===== config.mk =====
export PLATFORM = sky130hd
export DESIGN_NAME = clock_meter
export DESIGN_NICKNAME = d
export VERILOG_FILES = /design/src/rtl/clock_meter_pkg.sv /design/src/rtl/clock_meter_sync_edge.sv /design/src/rtl/clock_meter.sv
export SDC_FILE = /design/constraint.sdc
export NUM_CORES = 1
export LEC_CHECK = 0
export ABC_AREA = 1
export CAP_MARGIN = 5
export CORE_UTILIZATION = 45
export CTS_CLUSTER_DIAMETER = 60
export DETAILED_ROUTE_END_ITERATION = 10
export GPL_ROUTABILITY_DRIVEN = 0
export GPL_TIMING_DRIVEN = 0
export PLACE_DENSITY = 0.67
export SETUP_SLACK_MARGIN = 0.1
export SLEW_MARGIN = 30
export SYNTH_ARGS = -nofsm -noshare
export SYNTH_HDL_FRONTEND = slang
export SYNTH_HIERARCHICAL = 1
export SYNTH_SLANG_ARGS = --single-unit

===== constraint.sdc =====
create_clock -name clock_in -period 2.39 [get_ports clock_in]
set_input_delay 0.5975 -clock clock_in [delete_from_list [all_inputs] [get_ports clock_in]]
set_output_delay 0.5975 -clock clock_in [all_outputs]
set_load 0.1 [all_outputs]

===== src/rtl/clock_meter_pkg.sv =====
// Shared types and default constants for the clock_meter block.
package clock_meter_pkg;

    typedef enum logic [0:0] {
        IDLE  = 1'b0,
        COUNT = 1'b1
    } meter_state_t;

    localparam int unsigned DEF_CNT_W   = 28;
    localparam int unsigned DEF_TIMEOUT = 28'd50000000;

endpackage


===== src/rtl/clock_meter_sync_edge.sv =====
// Synchronizer, optional glitch filter (CLOCK_METER_GLITCH_FILTER_EN) and edge detector.
module sync_edge (
    input  logic clock_in,
    input  logic reset_n,
    input  logic sig_in,
    output logic rise,
    output logic fall
);

    logic s1;
    logic s2;
    logic hist;
    logic lvl;

    always_ff @(posedge clock_in or negedge reset_n) begin
        if (!reset_n) begin
            s1 <= 1'b0;
            s2 <= 1'b0;
        end else begin
            s1 <= sig_in;
            s2 <= s1;
        end
    end

`ifdef CLOCK_METER_GLITCH_FILTER_EN
    logic g0;
    logic g1;

    // The accepted level only moves once three consecutive samples agree.
    always_comb begin
        lvl = hist;
        if ((s2 == g0) && (g0 == g1))
            lvl = s2;
    end

    always_ff @(posedge clock_in or negedge reset_n) begin
        if (!reset_n) begin
            g0   <= 1'b0;
            g1   <= 1'b0;
            hist <= 1'b0;
        end else begin
            g0   <= s2;
            g1   <= g0;
            hist <= lvl;
        end
    end
`else
    always_comb lvl = s2;

    always_ff @(posedge clock_in or negedge reset_n) begin
        if (!reset_n)
            hist <= 1'b0;
        else
            hist <= lvl;
    end
`endif

    always_comb begin
        rise = lvl & ~hist;
        fall = ~lvl & hist;
    end

endmodule


===== src/rtl/clock_meter.sv =====
// Measures period and high time of a slow signal in clock_in cycles, with
// valid/ready result handshake, overrun flag and stuck-signal timeout.
module clock_meter
    import clock_meter_pkg::*;
#(
    parameter int unsigned CNT_W   = DEF_CNT_W,
    parameter int unsigned TIMEOUT = DEF_TIMEOUT
) (
    input  logic             clock_in,
    input  logic             reset_n,
    input  logic             sig_in,
    input  logic             meas_ready,
    output logic             meas_valid,
    output logic [CNT_W-1:0] period,
    output logic [CNT_W-1:0] high_time,
    output logic             overrun,
    output logic             stuck
);

    // A TIMEOUT beyond the counter range can never be reached.
    localparam bit               TO_REACH = ((64'(TIMEOUT) >> CNT_W) == 64'd0);
    localparam logic [CNT_W-1:0] TO_VAL   = CNT_W'(TIMEOUT);
    localparam logic [CNT_W-1:0] CNT_MAX  = '1;
    localparam logic [CNT_W-1:0] CNT_ONE  = CNT_W'(1);

    meter_state_t     state;
    logic [CNT_W-1:0] cnt;
    logic [CNT_W-1:0] hi_reg;
    logic [CNT_W-1:0] cnt_inc;
    logic             timed_out;
    logic             rise;
    logic             fall;

    sync_edge u_sync_edge (
        .clock_in (clock_in),
        .reset_n  (reset_n),
        .sig_in   (sig_in),
        .rise     (rise),
        .fall     (fall)
    );

    always_comb begin
        timed_out = TO_REACH && (cnt == TO_VAL);
        cnt_inc   = (cnt == CNT_MAX) ? cnt : cnt + CNT_ONE;
    end

    always_ff @(posedge clock_in or negedge reset_n) begin
        if (!reset_n) begin
            state      <= IDLE;
            cnt        <= '0;
            hi_reg     <= '0;
            period     <= '0;
            high_time  <= '0;
            meas_valid <= 1'b0;
            overrun    <= 1'b0;
            stuck      <= 1'b0;
        end else begin
            // Acceptance first; a publish below in the same cycle takes priority.
            if (meas_valid && meas_ready) begin
                meas_valid <= 1'b0;
                overrun    <= 1'b0;
            end
            case (state)
                IDLE: begin
                    if (rise) begin
                        state <= COUNT;
                        cnt   <= CNT_ONE;
                        stuck <= 1'b0;
                    end else if (timed_out) begin
                        stuck <= 1'b1;
                    end else begin
                        cnt <= cnt_inc;
                    end
                end
                COUNT: begin
                    if (fall)
                        hi_reg <= cnt;
                    if (rise) begin
                        period     <= cnt;
                        high_time  <= hi_reg;
                        meas_valid <= 1'b1;
                        overrun    <= meas_valid && !meas_ready;
                        cnt        <= CNT_ONE;
                        stuck      <= 1'b0;
                    end else if (timed_out) begin
                        state <= IDLE;
                        stuck <= 1'b1;
                    end else begin
                        cnt <= cnt_inc;
                    end
                end
                default: state <= IDLE;
            endcase
        end
    end

endmodule

==> out/results.ini <==
[cells_and_area]
antennaDiodeCount=0
finish.utilization_pct=59.0
fin_cells=773
fillCellCount=932
drive_above_1_share_pct=12.5
multi_input_area_mm2=0.00186
nNetsFinal=627
final-seq-area_mm2=0.00298
area_growth_pct=26.7
final_area_mm2=0.00645

[place]
placed_area_mm2=0.00592
dp_hpwl_um=8170
io_buffers=62
post-place-ws_ps=282
dp_cells=742

[power]
vdd_drop_max_uv=523
clkPwrFrac_pct=46.3
internal_power_mw=4.02
cellPowerDensity_mw_per_mm2=866
p_seq_share_pct=39.4
power_frac_comb_pct=14.3
leakage_nw=3.27
p_sw_mw=1.57
switching_share_pct=28.1
p_total_mw=5.59

[setup_path]
crit_chain=dlygate4sd2_1
required_ps=1790
timing.critical_path.slowest_cell_delay_ps=860
critPathKind=reg -> out
worstSetupStartpointType=flop
crit_path_end_kind=primary output
arrival_ps=1640
cp_slowest_cell=dlygate4sd2_1
path_delay_family=buffers and inverters
worst-path-buf-inv=1
path_max_fanout=2

[floorplan]
initial_utilization_pct=46.6
fp.dieH_um=108
die_area_mm2=0.0118
fp.coreArea_mm2=0.0109
die_w_um=108
rows=38
pin_count=63

[sta]
relSlewSlack_pct=35.8
slew_viol_final=0
timing.final.crit_share_pct=93.5
tightest_slew_ps=967
setup_slack_ps=155
clock_skew_ps=7.73
hold_ws_ps=56.8
min_period_ps=2230
totalNegativeSetupSlack_ps=0
rsz0062_at_grt=no
hold_viol_final=0
setup_viol=0
fmax_mhz=447

[clock_tree]
cts_tree=done
htreeDepth=4
clk_pin_slew_ps=50
post-cts-setup-buffer-count=0
clock_path_buffers=2
cts_sinks=119
clk_latency_ps=410
cts_made_buffers=17
ctsHoldBuffers=0
root_buffer=clkbuf_16

[synth]
ys_async_sr_fraction_pct=100
ys_ff_latch=119
ys_top_cells_by_count=nand2_1 (138), dfrtp_1 (119), o21ai_0 (73), inv_1 (43), nor2_1 (41)
synth_area_mm2=0.00509
synth.most_common_cell=nand2_1
synth.top_cell.area_share_pct=58.4
yosysTopAreaCell=dfrtp_1
synth-edff-count=0
avgSynthCellArea_um2=9.45
yosysUniqueCellTypes=29
ys.warnings.count=6
ys_seq_area_share_pct=58.4
syn-instance-count=539
synth_nets=545
synth.area.top_cells=dfrtp_1 (58%), nand2_1 (10%), o21ai_0 (7.2%), mux2_2 (6.2%), inv_1 (3.2%)
synth_ff_type=dfrtp_1

[drt]
drc=0
ant_nets=0
routedWlPerCell_um=15.2
drt-total-wl_um=11700
drt-initial-drc-count=375
vias_per_cell=5.21
vias=4028
drt_pre_antenna_iters=6

[worst_hold_path]
hold_class=in -> async

[grt]
grt_pass1_wl_um=19200
grt_overflow=0
grt_start_max_net_pins=80
grt_antenna_before_repair=0
first_global_vias=3784
grt_usage_pct=22.1

[status]
status=finished clean

[flow_run]
cap_violations=0

path summary, 6_finish.rpt:
path | from | to | slack [ps] | cells past startpoint
max | period[17] | period[17] | 160 | 1
min | reset_n | high_time[6] | 60 | 1
max reg2reg | u_sync_edge/lvl | cnt[20] | 480 | 7
min reg2reg | u_sync_edge/s1 | u_sync_edge/lvl | 350 | 0
max in group asynchronous | reset_n | cnt[19] | 1670 | 2
min in group clock_in | u_sync_edge/s1 | u_sync_edge/lvl | 350 | 0
layout make-up:
type / instances / area share, %
well taps: 140 / 2.71
multi-input cells: 355 / 28.8
repair buffers: 63 / 8.92
plain buffers: 20 / 1.34
clock inverters: 8 / 1.86
inverters: 45 / 2.62
clock buffers: 23 / 7.56
flip-flops and latches: 119 / 46.1
logic make-up (layout without fill, tap and decap cells):
| group | Yosys count | in the layout | synth area share [%] |
|---|---|---|---|
| xor+xnor | 10 | 10 | 1.72 |
| buf+inv | 65 | 159 | 5.01 |
| fa+ha+maj | 2 | 2 | 0.491 |
| flops | 119 | 119 | 58.4 |
| mux | 28 | 28 | 6.19 |
| simple gates | 229 | 229 | 19.4 |
| compound gates | 86 | 86 | 8.72 |
cell usage in the layout (no fill, tap or decap), types with 5 or more instances in the layout:
master           n
o21ai_1          5
clkbuf_1        18
nor2_1          41
o21ai_0         73
nand2_1        138
clkbuf_16       17
dfrtp_1        119
inv_1           43
mux2_2          28
xor2_1          10
nand3_1         32
dlygate4sd2_1   58
power groups by stage:
| stage | logic [mW] | registers [mW] | clock network (mW) |
|---|---|---|---|
| floorplan | 0.189 | 2.64 | 0 |
| global placement | 0.825 | 2.23 | 0 |
| detailed placement | 0.845 | 2.24 | 0 |
| CTS | 0.807 | 2.20 | 2.63 |
| global route | 0.844 | 2.22 | 2.72 |
| finish | 0.799 | 2.20 | 2.59 |
layer usage:
layer	vias up	wire length (um)	global-route usage, %
met3	13	599	5.30
met2	132	5600	33.9
met4	0	180	9.46
li1	1914	-	-
met5	-	0	0
met1	1969	5350	29.9
what timing repair did:
action	4_1_cts	5_1_grt
pin swaps	0	0
endpoints found under the setup margin	59	1
gates resized for setup	59	2
(Power assumes the default switching activity.)
